File: src/rtl/uart_tx_burst_sender.sv
// Sends a burst of identical UART frames with a programmable idle gap between frames.
// Define UART_PARITY_EN to add an even-parity bit (8E1, 11 bit times); default is 8N1.
module uart_tx_burst_sender #(
  parameter int CLKS_PER_BIT    = 868,
  parameter int DELAY_UNIT_CLKS = 100000
) (
  input  logic        clk,
  input  logic        reset,
  input  logic        start,
  input  logic [7:0]  data,
  input  logic [14:0] bytes_to_send,
  input  logic [7:0]  delay,
  output logic        tx,
  output logic        busy,
  output logic        done,
  output logic [14:0] bytes_sent
);

  localparam int BIT_W = $clog2(CLKS_PER_BIT);
  localparam int GAP_W = $clog2(255 * DELAY_UNIT_CLKS + 1);
  localparam logic [BIT_W-1:0] BIT_LOAD = BIT_W'(CLKS_PER_BIT - 1);

  typedef enum logic [2:0] {
    IDLE,
    START_BIT,
    DATA_BITS,
`ifdef UART_PARITY_EN
    PARITY_BIT,
`endif
    STOP_BIT,
    GAP,
    FINISH
  } state_e;

  state_e            state_q;
  logic [BIT_W-1:0]  bit_cnt_q;
  logic [GAP_W-1:0]  gap_cnt_q;
  logic [2:0]        bit_idx_q;
  logic [7:0]        data_q;
  logic [7:0]        delay_q;
  logic [14:0]       n_q;
  logic [14:0]       sent_q;
  logic              tx_q;
  logic              busy_q;
  logic              done_q;

  logic [GAP_W-1:0]  gap_load;
  logic              last_frame;

  assign gap_load   = GAP_W'(int'(delay_q) * DELAY_UNIT_CLKS - 1);
  assign last_frame = (sent_q + 15'd1) == n_q;

  // NOTE: sequential state is updated only with non-blocking (<=) assignments so every
  // register in this block samples the pre-edge values of the others.
  always_ff @(posedge clk) begin
    if (reset) begin
      state_q   <= IDLE;
      bit_cnt_q <= '0;
      gap_cnt_q <= '0;
      bit_idx_q <= '0;
      data_q    <= '0;
      delay_q   <= '0;
      n_q       <= '0;
      sent_q    <= '0;
      tx_q      <= 1'b1;
      busy_q    <= 1'b0;
      done_q    <= 1'b0;
    end else begin
      done_q <= 1'b0;
      case (state_q)
        IDLE: begin
          if (start) begin
            data_q  <= data;
            n_q     <= bytes_to_send;
            delay_q <= delay;
            sent_q  <= '0;
            busy_q  <= 1'b1;
            if (bytes_to_send == 15'd0) begin
              state_q <= FINISH;
            end else begin
              state_q   <= START_BIT;
              tx_q      <= 1'b0;
              bit_cnt_q <= BIT_LOAD;
            end
          end
        end
        START_BIT: begin
          if (bit_cnt_q != '0) begin
            bit_cnt_q <= bit_cnt_q - BIT_W'(1);
          end else begin
            state_q   <= DATA_BITS;
            tx_q      <= data_q[0];
            bit_idx_q <= '0;
            bit_cnt_q <= BIT_LOAD;
          end
        end
        DATA_BITS: begin
          if (bit_cnt_q != '0) begin
            bit_cnt_q <= bit_cnt_q - BIT_W'(1);
          end else if (bit_idx_q == 3'd7) begin
`ifdef UART_PARITY_EN
            state_q <= PARITY_BIT;
            tx_q    <= ^data_q;
`else
            state_q <= STOP_BIT;
            tx_q    <= 1'b1;
`endif
            bit_cnt_q <= BIT_LOAD;
          end else begin
            bit_idx_q <= bit_idx_q + 3'd1;
            tx_q      <= data_q[bit_idx_q + 3'd1];
            bit_cnt_q <= BIT_LOAD;
          end
        end
`ifdef UART_PARITY_EN
        PARITY_BIT: begin
          if (bit_cnt_q != '0) begin
            bit_cnt_q <= bit_cnt_q - BIT_W'(1);
          end else begin
            state_q   <= STOP_BIT;
            tx_q      <= 1'b1;
            bit_cnt_q <= BIT_LOAD;
          end
        end
`endif
        STOP_BIT: begin
          if (bit_cnt_q != '0) begin
            bit_cnt_q <= bit_cnt_q - BIT_W'(1);
          end else begin
            sent_q <= sent_q + 15'd1;
            if (last_frame) begin
              state_q <= FINISH;
            end else if (delay_q == 8'd0) begin
              // Back-to-back frames: the next start bit follows the stop bit directly.
              state_q   <= START_BIT;
              tx_q      <= 1'b0;
              bit_cnt_q <= BIT_LOAD;
            end else begin
              state_q   <= GAP;
              gap_cnt_q <= gap_load;
            end
          end
        end
        GAP: begin
          if (gap_cnt_q != '0) begin
            gap_cnt_q <= gap_cnt_q - GAP_W'(1);
          end else begin
            state_q   <= START_BIT;
            tx_q      <= 1'b0;
            bit_cnt_q <= BIT_LOAD;
          end
        end
        FINISH: begin
          done_q  <= 1'b1;
          busy_q  <= 1'b0;
          state_q <= IDLE;
        end
        default: state_q <= IDLE;
      endcase
    end
  end

  assign tx         = tx_q;
  assign busy       = busy_q;
  assign done       = done_q;
  assign bytes_sent = sent_q;

endmodule

File: config.mk
export PLATFORM = sky130hd
export DESIGN_NAME = uart_tx_burst_sender
export DESIGN_NICKNAME = d
export VERILOG_FILES = /design/src/rtl/uart_tx_burst_sender.sv
export SDC_FILE = /design/constraint.sdc
export NUM_CORES = 1
export LEC_CHECK = 0
export BUFFER_PORTS_ARGS = -buffer_cell sky130_fd_sc_hd__clkbuf_2
export CAP_MARGIN = 20
export CORE_ASPECT_RATIO = 1.5
export CORE_MARGIN = 4
export CORE_UTILIZATION = 62
export DETAILED_ROUTE_END_ITERATION = 10
export PLACE_DENSITY = 0.88
export SYNTH_ARGS = -nofsm -noshare
export SYNTH_HDL_FRONTEND = slang
export SYNTH_SLANG_ARGS = --single-unit
export TNS_END_PERCENT = 20
File: constraint.sdc
create_clock -name clk -period 5.87 [get_ports clk]
set_input_delay 1.174 -clock clk [delete_from_list [all_inputs] [get_ports clk]]
set_output_delay 1.174 -clock clk [all_outputs]
set_load 0.05 [all_outputs]
==> flow_results.org, run 1 <==
** Timing
- At the pin with the least slew margin, the transition time is roughly 1100 ps.
- Summed over all failing endpoints, the final setup total negative slack is 0 ps.
- Maximum operating frequency :: 200 MHz
- Headroom to the max-slew limit came out at between 20 and 30%.
- After layout, the minimum clock period comes to 5000 ps.
- Clock skew on the completed layout was measured at roughly 7.9 ps.
- The number of hold-slack violations in the final timing report is 0.
- Unrepaired setup endpoints after global routing :: no
- The max-slew violation total from the final report is 0.
- Setup violators final :: 0
- Share of the clock period used by the worst path after layout :: a little under nine tenths

** Floorplanning
- Die area :: 12,900 um^2
- Num ports :: 52
- Die span in y :: 137 um
- After floorplanning, the core was divided into 47 placement rows.
- Initial core utilization :: 62.9%
- Core Footprint :: about 11,000 um^2
- Chip Width :: 94.2 um

** Hold path
- The worst hold path belongs to the class reg -> reg.
- The startpoint identified for the worst hold timing path is data_q[7]$_SDFFE_PP0P_.

** Detailed routing
- Signal routing reaches up to met4.
- DRT met1 WL :: 6.40 mm
- Detailed routing inserted a total of 6,585 vias.
- First-pass iteration count of the detailed router :: 5
- Summed over all nets, wire length on met3 after detailed routing comes to 735 um.
- DRC Markers :: 0
- Detailed routing placed a total of 9.11 mm of wire on met2.
- Antenna-violating nets left :: 0
- Dividing the detail-routed via count by the number of cells gives 6.30.
- The detailed router finished its first iteration with 332 violations.
- Final WL :: 17.1 mm
- After detailed routing, the average wire length per cell comes to 16.4 um.

** Global route
- Number of antenna violations at the first check in global routing :: 0
- Global route total overflow :: 0
- Pin count of the biggest net entering global routing :: 50
- Overall fraction of global-route tracks in use :: 26.9%
- Number of global-route vias before repair :: 6,217
- The first global-routing pass estimated approximately 28 mm of wire.

** Logic synthesis
- The cell area that synthesis handed to floorplanning was 6910 um^2.
- In the synthesized netlist, the number of instances is 871.
- Ys flop type :: dfxtp_1
- For this run, asynchronously set or reset flops after synthesis account for 0%.
- Mean Syn Cell Area :: 7.94 um^2
- After synthesis, the cell types taking the most area are dfxtp_1, ha_1, a21oi_1.
- The largest total area in the synthesized netlist belongs to dfxtp_1.
- Sequential-to-total area share from yosys stat :: between 20% and 30%
- The number of nets handed over by synthesis was 979.
- Yosys warning count :: 0
- Post-synth cell types :: 80
- Number of enable-type register cells in the synthesized netlist :: 0
- After synthesis, the largest area contributor takes up 26.1% of total cell area.
- Top post-synthesis cells by count :: nand2_1, dfxtp_1, a21oi_1
- Synth Register Bits :: 90
- The most common cell in the synthesized netlist is nand2_1.

** Placement
- HPWL after DPL :: ~13 mm
- Placed Instances :: between 1,000 and 1,500
- Routability-driven placement finished with a final weighted congestion of approximately 0.92.
- Quantity of I/O buffers inserted on ports :: 51

** Clocking
- Clock-pin slew was measured on the worst setup and hold paths at about 70 ps.
- The tree is rooted in a clkbuf_16.
- The number of gates resized after CTS was 0.
- CTS tree :: yes
- Clock tree buffer depth :: 2
- Number of clock sinks seen by CTS :: 90
- In this run the post-CTS setup repair buffer count came out at 0.
- At the later pin of the worst-skew pair, clock insertion delay measures 340 ps.
- Buffers inserted to repair hold after CTS numbered 0.
- CTS built an H-tree with a depth of 3.
- Counting the buffers created by CTS gives 9.

** Final layout
- Share of layout cells above drive strength 1 :: 12.4%
- 0 antenna diodes ended up in the layout.
- Area growth, synth to finish :: 8.29%
- For this run, the post-layout net count is ~1,000.
- Leaving out filler cells and counting taps, the final layout contains 1,045.

** Critical path
- At the worst endpoint, the required time is between 6000 and 7000 ps.
- Tracing the worst setup path back leads to its startpoint at delay_q[4]$_SDFFE_PP0P_.
- The startpoint identified for the worst register-to-register timing path is delay_q[4]$_SDFFE_PP0P_.
- Endpoint type of the worst setup path :: flip-flop
- Setup CP Type :: reg -> reg
- Maximum net fanout on the critical path :: 6
- At the worst endpoint, the arrival time is approximately 5200 ps.
- Startpoint kind of the worst setup timing path :: flip-flop

** Power and ir drop
- Leakage power summed over all cells :: 3.16 nW
- Power density normalized to cell area :: roughly 370 nW/um^2
- IR analysis of the VDD net gives a maximum drop of 0.336 mV.

** Run status
- Result of the run :: completed

** Job
- The tool flagged a number of max-cap violations equal to 0.
## kinds of logic (layout without fill, tap and decap cells)
group                    Yosys count  count (layout)  synth area share (%)
AO/OA/AOI/OAI                    234             234                  22.4
multiplexers                       4               4                 0.941
buffers and inverters             72              99                  4.63
adder cells (fa/ha/maj)           74              74                  14.7
XOR/XNOR                          41              41                  5.19
AND/OR/NAND/NOR                  356             356                  26.1
flip-flops                        90              90                  26.1
## power by group
group	internal [W]	switching [W]
clock	0.000373	0.000251
combinational	0.000552	0.000826
sequential	0.000692	0.0000930
total	0.00162	0.00117
## critical path, stage by stage (launching register included)
cell      delay (ps)
dfxtp_1          440
ha_1             290
ha_1             270
inv_1             50
fa_1             500
inv_1             60
fa_1             480
ha_1             370
a211oi_2         350
nor4b_1           90
or3b_2           500
nor4_2           430
o2111a_1         350
nand2_1          110
o211a_1          240
or3_1            350
## state kept, by name, summed over array words and instances, names as in the netlist
name,count
bit_idx_q,3
tx,1
bytes_sent,15
busy,1
gap_cnt_q,25
bit_cnt_q,10
data_q,8
done,1
n_q,15
state_q,3
delay_q,8
## area by class of cell
type / count / area [um^2]
Clock inverter: 6 / 90.1
Sequential cell: 90 / 1800
Fill cell: 907 / 3510
Tap cell: 147 / 184
Multi-Input combinational cell: 709 / 4790
Timing Repair Buffer: 55 / 285
Clock buffer: 9 / 225
Inverter: 29 / 109
## cell usage in the layout (no fill, tap or decap), types with 5 or more instances in the layout
cell         n
nand3b_1     9
xor2_1      19
a311oi_1     7
nand3_1     22
and4_1       5
nor2_1      81
nand2_1    115
nor4_1       7
or3_1       16
o211ai_1    16
nand2b_1    17
clkbuf_2    50
clkbuf_16    9
dfxtp_1     90
o21ai_0     45
and2_1       6
o22ai_1      6
a31o_2       6
a211oi_1    11
ha_1        62
and3_1       7
nor3b_1      5
fa_1        12
a21oi_1     89
inv_1       29
nor3_1      24
xnor2_1     22
a21o_1       6
or2_2        6
nand4_1      7
## per-stage QoR
stage	hold slack (ps)	util [%]	worst slack, ps	total power, W	instance area (um^2)
global route	473	68.1	560	0.00298	7490
global placement	439	65.2	1040	0.00211	7170
detailed placement	449	65.2	926	0.00215	7170
finish	458	68.1	866	0.00279	7490
floorplan	433	-	1270	0.00185	6910
CTS	458	68.1	899	0.00278	7490
## final timing paths
kind | end | slack, ps | depth (start not counted)
worst min register to register | data_q[7]$_SDFFE_PP0P_ | 460 | 2
worst max-delay path | gap_cnt_q[24]$_SDFFE_PP0P_ | 870 | 15
worst min-delay path | data_q[7]$_SDFFE_PP0P_ | 460 | 2
worst max register to register | gap_cnt_q[24]$_SDFFE_PP0P_ | 870 | 15
## routing by layer
layer,track usage (%),up-vias
li1,-,3203
met1,28.6,3104
met2,49.4,208
met3,4.26,70
met4,15.7,0
met5,0,-
Power figures use the tool's default switching activity.
==> inputs of run 2 (changes only) <==
--- a/config.mk
+++ b/config.mk
@@ -7,11 +7,11 @@
 export LEC_CHECK = 0
 export BUFFER_PORTS_ARGS = -buffer_cell sky130_fd_sc_hd__clkbuf_2
 export CAP_MARGIN = 20
-export CORE_ASPECT_RATIO = 1.5
+export CORE_ASPECT_RATIO = 1.25
 export CORE_MARGIN = 4
-export CORE_UTILIZATION = 62
+export CORE_UTILIZATION = 60
 export DETAILED_ROUTE_END_ITERATION = 10
-export PLACE_DENSITY = 0.88
+export PLACE_DENSITY = 0.86
 export SYNTH_ARGS = -nofsm -noshare
 export SYNTH_HDL_FRONTEND = slang
 export SYNTH_SLANG_ARGS = --single-unit
==> run 2 against run 1 <==
Compared with the run above:
- die area rose by 2.9%
- clock power rose by 9.4%
- hold slack improved by 0.96 ps
- sequential power barely moved
- count of clock-buffer cells in the layout rose by 3
- cell count fell by 0.96%
- critical path depth did not move
- wire length barely moved
- critical endpoint is now gap_cnt_q[22]$_SDFFE_PP0P_
- clock skew fell by 1.4 ps
- sequential cell count did not move
- non-clock buffer count rose by 1
- largest power group unchanged
==> flow_results.org, run 2 (synthesized netlist as in run 1, its figures left out) <==
** Critical path
- The number of buffers and inverters on the critical path was 2 (unchanged).
- The start-to-end type of the worst setup path is reg -> reg (unchanged).
- Highest-delay cell along the critical path :: or3b_2 (was fa_1)
- Crit path largest cell delay :: 510 ps (was 500 ps)
- The cell with the most instances on the worst path is ha_1 (unchanged).
- Largest delay share family, worst path :: adder cells (unchanged)
- The data required time of the critical path is 6110 ps (was 6090 ps).
- Endpoint type of the worst setup path :: flip-flop (unchanged)
- Data arrival time of the worst path :: 5190 ps (was 5230 ps)
- Maximum net fanout on the critical path :: 6 (unchanged)
- Chain of cells forming the critical path: ha_1, ha_1, inv_1, fa_1, inv_1, fa_1, ha_1, a211oi_2, nor4b_1, or3b_2, nor4_2, o2111a_1, a41oi_1, a211o_1, a31o_2 (was ha_1, ha_1, inv_1, fa_1, inv_1, fa_1, ha_1, a211oi_2, nor4b_1, or3b_2, nor4_2, o2111a_1, nand2_1, o211a_1, or3_1).
- Startpoint kind of the worst setup timing path :: flip-flop (unchanged)

** Floorplanning
- Chip Width :: 104 um (was 94.2 um)
- The initial core utilization is 61.8% (was 62.9%).
- The total die area is 13,300 um^2 (was 12,900 um^2).
- Die span in y :: 128 um (was 137 um)
- Num ports :: 52 (unchanged)
- The standard cell core area came to 11,200 um^2 (was 11,000 um^2).
- The cell row count came to 43 (was 47).

** Detailed routing
- The total DRC errors in the routed layout was 0 (unchanged).
- Vias post-DR :: 6,528 (was 6,585)
- The iteration-0 DRC count of the detailed router was 440 (was 332).
- Antenna-violating nets left :: 0 (unchanged)
- The via-per-instance ratio came to 6.31 (was 6.30).
- Final WL :: 17.1 mm (about the same)
- The wire length per cell was 16.5 um (was 16.4 um).
- The first-pass iteration count of the detailed router was 5 (unchanged).

** Job
- The number of maximum-capacitance violations was 0 (unchanged).

** Timing
- The post-route clock period utilization was 84.3% (was 85.2%).
- Setup TNS :: 0 ps (unchanged)
- Number of hold violations in the final report :: 0 (unchanged)
- The headroom to the max-slew limit came to 32.6% (was 25.3%).
- Number of max-slew violations in the final report :: 0 (unchanged)
- Worst-margin pin slew :: 1010 ps (was 1120 ps)
- The setup-violating endpoint count in the final report came to 0 (unchanged).
- The clock skew was 6.52 ps (was 7.94 ps).
- Final period demand of the worst path :: 4950 ps (was 5000 ps)
- Maximum operating frequency :: 202 MHz (was 200 MHz)
- Unrepaired setup endpoints after global routing :: no (unchanged)

** Power and ir drop
- Post-route total power :: 0.00286 W (was 0.00279 W)
- Max rail drop VDD :: 0.307 mV (was 0.336 mV)
- Leakage power summed over all cells :: 3.19 nW (was 3.16 nW)
- Power density normalized to cell area :: 380 nW/um^2 (was 372 nW/um^2)

** Placement
- The half-perimeter wire length of the detailed placement result was 12.6 mm (was 12.8 mm).
- The routability-driven placement congestion ratio came to 0.923 (was 0.919).
- Quantity of I/O buffers inserted on ports :: 51 (unchanged)

** Clocking
- The quantity of hold-fixing buffers added after cts was 0 (unchanged).
- Clock slew at reported path FFs :: 60 ps (was 70 ps)
- The CTS tree is yes (unchanged).
- Number of clock sinks seen by CTS :: 90 (unchanged)
- The number of CTS-inserted buffers was 9 (unchanged).
- Root buf cell :: clkbuf_16 (unchanged)
- Clock latency on the worst-skew pair :: 340 ps (about the same)
- The post-CTS setup-driven buffer insertion count came to 0 (unchanged).
- The count of H-tree levels built during CTS came to 3 (unchanged).
- The maximum count of clock buffers along a single path was 2 (unchanged).
- Post-CTS Resized :: 0 (unchanged)

** Run status
- Result of the run: completed (unchanged).

** Final layout
- Commonest cells after routing, fill and taps aside: nand2_1, dfxtp_1, a21oi_1, nor2_1, ha_1 (unchanged).
- The register ranked first by flip-flop count is gap_cnt_q (unchanged).
- Area growth, synth to finish :: 9.03% (was 8.29%)
- Total inserted antenna cells :: 0 (unchanged)
- The filler cell count was 944 (was 907).
- Most common cell after layout, fill and taps aside :: nand2_1 (unchanged)
- Share of layout cells above drive strength 1 :: 12.4% (about the same)
- The number of flip-flops in the largest register was 25 (unchanged).
- The final net count was 1,003 (was 1,002).

** Hold path
- Hold WC Path Type :: reg -> reg (unchanged)

** Global route
- Number of antenna violations at the first check in global routing :: 0 (unchanged)
- Pin count of the biggest net entering global routing :: 68 (was 50)
- The first-pass GRT wire length was 28.2 mm (was 28.0 mm).
- The via count of the first global-routing pass is 6,184 (was 6,217).
- The aggregate global-route resource usage was 25.4% (was 26.9%).
- The aggregate global routing overflow came to 0 (unchanged).
## run 2: changes by cell type in the layout (fill, tap and decap cells not counted)
cell	before	now
bufinv_16	2	3
buf_16	0	1
inv_6	2	0
clkbuf_8	0	2
clkbuf_1	0	1
clkinv_2	1	0
## run 2: worst paths after layout
kind / endpoint / cells after the start / slack (ps) / start
max: gap_cnt_q[22]$_SDFFE_PP0P_ / 15 / 920 / delay_q[4]$_SDFFE_PP0P_
min: data_q[6]$_SDFFE_PP0P_ / 2 / 460 / data_q[6]$_SDFFE_PP0P_
max reg2reg: gap_cnt_q[22]$_SDFFE_PP0P_ / 15 / 920 / delay_q[4]$_SDFFE_PP0P_
min reg2reg: data_q[6]$_SDFFE_PP0P_ / 2 / 460 / data_q[6]$_SDFFE_PP0P_
## run 2: final cells by class
class | count | area (um^2) | area share, %
clock buffer | 12 | 256 | 3.40
clock inverter | 4 | 97.6 | 1.29
inverter | 29 | 109 | 1.44
multi-input combinational | 709 | 4790 | 63.6
sequential | 90 | 1800 | 23.9
tap | 135 | 169 | 2.24
timing repair buffer | 56 | 313 | 4.15
## run 2: power by group
part           total (W)  internal [W]  leakage, nW  switching (W)
logic            0.00140      0.000566         2.29       0.000830
clock network   0.000684      0.000440        0.169       0.000244
registers       0.000785      0.000692        0.733      0.0000924
total            0.00286       0.00170         3.19        0.00117
## run 2: per-stage QoR
step | instances | util, % | instance area, um^2 | setup slack, ps | hold WS (ps)
after floorplan | 871 | - | 6910 | 1270 | 433
after global placement | 1018 | 64.0 | 7160 | 1040 | 443
after detailed placement | 1018 | 64.0 | 7160 | 938 | 450
after CTS | 1034 | 67.1 | 7510 | 923 | 459
after global routing | 1035 | 67.4 | 7540 | 615 | 475
final | 1035 | 67.4 | 7540 | 919 | 459
## run 2: layer usage
layer | global-route usage [%] | vias to the layer above | part of all wire [%] | routed length (um)
li1 | - | 3200 | - | -
met1 | 28.8 | 3085 | 40 | 6810
met2 | 46.8 | 193 | 52 | 8870
met3 | 4.03 | 50 | 4.8 | 818
met4 | 12.0 | 0 | 3.4 | 579
met5 | 0 | - | 0 | 0
## run 2: worst reg2reg max path, delay by kind of cell (launching register included)
kind	cells	cell delay, ps
simple gates	3	1020
buf+inv	2	100
flops	1	460
compound gates	5	1350
fa+ha+maj	5	1910
==> inputs of run 3 (changes only) <==
--- a/config.mk
+++ b/config.mk
@@ -5,13 +5,14 @@
 export SDC_FILE = /design/constraint.sdc
 export NUM_CORES = 1
 export LEC_CHECK = 0
+export ABC_AREA = 1
 export BUFFER_PORTS_ARGS = -buffer_cell sky130_fd_sc_hd__clkbuf_2
 export CAP_MARGIN = 20
 export CORE_ASPECT_RATIO = 1.25
 export CORE_MARGIN = 4
 export CORE_UTILIZATION = 60
 export DETAILED_ROUTE_END_ITERATION = 10
-export PLACE_DENSITY = 0.86
+export PLACE_DENSITY = 0.85
 export SYNTH_ARGS = -nofsm -noshare
 export SYNTH_HDL_FRONTEND = slang
 export SYNTH_SLANG_ARGS = --single-unit
==> constraint.sdc (replaced) <==
create_clock -name clk -period 4.8 [get_ports clk]
set_input_delay 0.96 -clock clk [delete_from_list [all_inputs] [get_ports clk]]
set_output_delay 0.96 -clock clk [all_outputs]
set_load 0.05 [all_outputs]
==> run 3 against run 2 <==
Compared with the run above:
- maximum frequency up 16%
- die area is 4.0% higher
- largest cell class unchanged
- sequential power rose by 32%
- largest power group unchanged
- first-iteration DRC count decreased by 16%
- utilization grew 0.057 points
==> flow_results.org, run 3 <==
** Run status
- Result of the run :: completed (unchanged)

** Logic synthesis
- The area share of the largest cell type after synthesis was 25.0% (was 26.1%).
- The number of instances in the synthesized netlist came to 1,093 (was 871).
- Post-synth cell types :: 46 (was 80)
- Sequential-to-total area share from yosys stat :: 25.0% (was 26.1%)
- The most common cell in the synthesized netlist was nand2_1 (unchanged).
- Synth Register Bits :: 90 (unchanged)
- The net count after synthesis came to 1,201 (was 979).
- Top post-synthesis cells by count :: nand2_1, inv_1, nor2_1 (was nand2_1, dfxtp_1, a21oi_1)
- Yosys warning count :: 0 (unchanged)
- The dominant cell type by area after synthesis was dfxtp_1 (unchanged).
- Ys async rst share :: 0% (unchanged)
- The synthesized area per cell is 6.60 um^2 (was 7.94 um^2).
- Ranking of synthesized cells by area: dfxtp_1, nand2_1, ha_1 (was dfxtp_1, ha_1, a21oi_1).
- The total standard cell area after synthesis came to 7210 um^2 (was 6910 um^2).
- Number of enable-type register cells in the synthesized netlist :: 0 (unchanged)
- The most used flip-flop cell after synthesis was dfxtp_1 (unchanged).

** Placement
- HPWL after DPL :: 13.2 mm (was 12.6 mm)
- The worst slack at placement was 517 ps (was 938 ps).
- The routability-driven placement congestion ratio is 0.937 (was 0.923).
- The count of buffers from port buffering came to 51 (unchanged).
- Placed cell area :: 7580 um^2 (was 7160 um^2)

** Final layout
- The number of flip-flops in the largest register was 25 (unchanged).
- The most frequent standard cell in the layout excluding fill and tap cells is nand2_1 (unchanged).
- Finished layout cell area :: 7870 um^2 (was 7540 um^2)
- The final net count was 1,242 (was 1,003).
- The number of antenna diodes is 0 (unchanged).
- The register ranked first by flip-flop count is gap_cnt_q (unchanged).
- Commonest cells after routing, fill and taps aside :: nand2_1, inv_1, nor2_1, a21oi_1, dfxtp_1 (was nand2_1, dfxtp_1, a21oi_1, nor2_1, ha_1)
- FILL cells :: 1,097 (was 944)
- The fraction of final layout cells sized beyond drive strength 1 was 11.5% (was 12.4%).
- Area growth, synth to finish :: 9.07% (was 9.03%)

** Hold path
- The startpoint of the tightest hold check path was bit_idx_q[2]$_SDFFE_PP0P_ (was data_q[6]$_SDFFE_PP0P_).
- The cell count of the worst hold path was 2 (unchanged).
- Hold WC Path Type :: reg -> reg (unchanged)
- WHS Endpoint :: bit_idx_q[2]$_SDFFE_PP0P_ (was data_q[6]$_SDFFE_PP0P_)

** Clocking
- CTS tree :: yes (unchanged)
- Post-CTS Resized :: 0 (unchanged)
- The count of H-tree levels built during CTS came to 3 (unchanged).
- Clock latency on the worst-skew pair :: 350 ps (was 340 ps)
- Post-cts hold buffer count :: 0 (unchanged)
- The post-CTS setup-driven buffer insertion count was 0 (unchanged).
- The clock-pin transition on the worst setup and hold timing paths is 60 ps (about the same).
- Clock tree buffer depth :: 2 (unchanged)
- The total number of clock tree sinks was 90 (unchanged).
- The number of CTS-inserted buffers is 9 (unchanged).
- The cell at the root of the clock tree is clkbuf_16 (unchanged).

** Detailed routing
- First DRT Iteration DRCs :: 370 (was 440)
- First-pass iteration count of the detailed router :: 5 (unchanged)
- The met2 layer wire length in the routed design came to 9.07 mm (was 8.87 mm).
- The wire length per cell was 13.3 um (was 16.5 um).
- The wire length on met3 came to 710 um (was 818 um).
- The via-per-instance ratio was 5.40 (was 6.31).
- The total length of routed wires was 17.2 mm (was 17.1 mm).
- DRT met1 WL :: 7.12 mm (was 6.81 mm)
- The highest routed metal layer was met5 (was met4).
- The detailed-route via count came to 7,024 (was 6,528).
- The total DRC errors in the routed layout is 0 (unchanged).
- The final antenna-violating net count is 0 (unchanged).

** Timing
- The clock skew was 8.35 ps (was 6.52 ps).
- The setup-violating endpoint count in the final report was 0 (unchanged).
- The post-route clock period utilization came to 89.2% (was 84.3%).
- The max-slew violation total from the final report is 0 (unchanged).
- Smallest setup slack after layout :: 518 ps (was 919 ps)
- The actual transition at the worst max-transition pin is 1000 ps (was 1010 ps).
- Unrepaired setup endpoints after global routing: no (unchanged).
- Setup TNS :: 0 ps (unchanged)
- The number of hold-slack violations in the final timing report came to 0 (unchanged).
- Maximum operating frequency :: 234 MHz (was 202 MHz)
- The headroom to the max-slew limit was 33.0% (was 32.6%).
- Final period demand of the worst path :: 4280 ps (was 4950 ps)

** Global route
- The via count of the first global-routing pass came to 6,721 (was 6,184).
- The number of antenna violations at the first check in global routing is 1 (was 0).
- The maximum number of pins on one net before global-route repair is 57 (was 68).
- Overall fraction of global-route tracks in use :: 26.0% (was 25.4%)
- The first-pass GRT wire length was 29.6 mm (was 28.2 mm).
- Global route total overflow :: 0 (unchanged)

** Critical path
- Startpoint kind of the worst setup timing path :: flip-flop (unchanged)
- The endpoint of the lowest-slack register-to-register path is gap_cnt_q[22]$_SDFFE_PP0P_ (unchanged).
- Count of cells along the worst register-to-register path :: 23 (was 15)
- Setup CP Type :: reg -> reg (unchanged)
- The capturing element type of the critical path is a flip-flop (unchanged).
- Maximum net fanout on the critical path :: 7 (was 6)
- Critical path data required time :: 5040 ps (was 6110 ps)
- R2R Path Start :: delay_q[2]$_SDFFE_PP0P_ (was delay_q[4]$_SDFFE_PP0P_)
- The setup slack on the worst flop-to-flop path was 520 ps (was 920 ps).
- The data arrival time of the critical path came to 4520 ps (was 5190 ps).

** Power and ir drop
- The static power due to leakage was 3.84 nW (was 3.19 nW).
- Max rail drop VDD :: 0.442 mV (was 0.307 mV)
- Power density normalized to cell area :: 619 nW/um^2 (was 380 nW/um^2)

** Floorplanning
- The height of the chip is 131 um (was 128 um).
- The horizontal extent of the die came to 106 um (was 104 um).
- Die area :: 13,900 um^2 (was 13,300 um^2)
- Initial core utilization :: 61.8% (about the same)
- The standard cell core area was 11,700 um^2 (was 11,200 um^2).
- The I/O pin count was 52 (unchanged).
- The cell row count came to 44 (was 43).

** Job
- Count of maximum capacitance violations :: 0 (unchanged)
-- run 3: cell count changes in the layout (fill, tap and decap cells not counted), moves of 17 or more --
cell and delta:
nand3_1 +60, o21ai_0 +23, nor3_1 -17, inv_1 +108, nand2b_1 -17, nand2_1 +145
nor2_1 +32
-- run 3: how the worst max path moves through the flow --
stage	start	cells after the start	endpoint	slack, ps
global placement	delay_q[2]$_SDFFE_PP0P_	23	gap_cnt_q[22]$_SDFFE_PP0P_	650
detailed placement	delay_q[2]$_SDFFE_PP0P_	23	gap_cnt_q[22]$_SDFFE_PP0P_	520
global route	delay_q[2]$_SDFFE_PP0P_	23	gap_cnt_q[22]$_SDFFE_PP0P_	80
finish	delay_q[2]$_SDFFE_PP0P_	23	gap_cnt_q[22]$_SDFFE_PP0P_	520
floorplan	delay_q[2]$_SDFFE_PP0P_	23	gap_cnt_q[22]$_SDFFE_PP0P_	900
CTS	delay_q[2]$_SDFFE_PP0P_	23	gap_cnt_q[22]$_SDFFE_PP0P_	500
-- run 3: worst max-delay path: stages, from the launching register on --
cell and delay, ps:
dfxtp_1 420, ha_1 280, ha_1 290, inv_1 50, fa_1 490, inv_1 50, fa_1 480, ha_1 380
nand2_1 90, nand2_1 60, inv_1 70, nand2_1 90, nand2_1 70, nand2_1 80, xnor2_1 360, nand2_1 150
nor2_2 220, nand2_1 90, nor2_1 120, nand2_1 60, nand2_1 50, nor2_1 50, nor2_1 90, nor2_1 40
-- run 3: routing by layer --
metal | vias up | global-route usage, %
li1 | 3650 | -
met1 | 3194 | 29.6
met2 | 152 | 50.0
met3 | 26 | 3.73
met4 | 2 | 8.31
met5 | - | 0
-- run 3: cells by family after synthesis --
| family | synth area share [%] |
|---|---|
| flops | 25.0 |
| simple gates | 33.5 |
| xor+xnor | 3.45 |
| fa+ha+maj | 14.1 |
| compound gates | 14.7 |
| buf+inv | 9.31 |
-- run 3: power by group --
part | switching, W | internal [W]
combinational | 0.00201 | 0.00112
sequential | 0.000139 | 0.000901
clock | 0.000305 | 0.000395
total | 0.00245 | 0.00242
-- run 3: final cells by class --
class	count	area, um^2	area share (%)
clock buffer	13	270	3.43
clock inverter	3	22.5	0.286
inverter	143	539	6.85
multi-input combinational	834	4740	60.2
sequential	90	1800	22.9
tap	161	201	2.56
timing repair buffer	56	293	3.72
-- run 3: metrics by stage --
stage	instances	hold WS [ps]	power (W)	util [%]
after global placement	1284	441	0.00409	64.9
after floorplan	1093	427	0.00352	-
after detailed placement	1284	440	0.00416	64.9
after global routing	1300	474	0.00540	67.4
final	1300	452	0.00487	67.4
after CTS	1300	453	0.00488	67.4
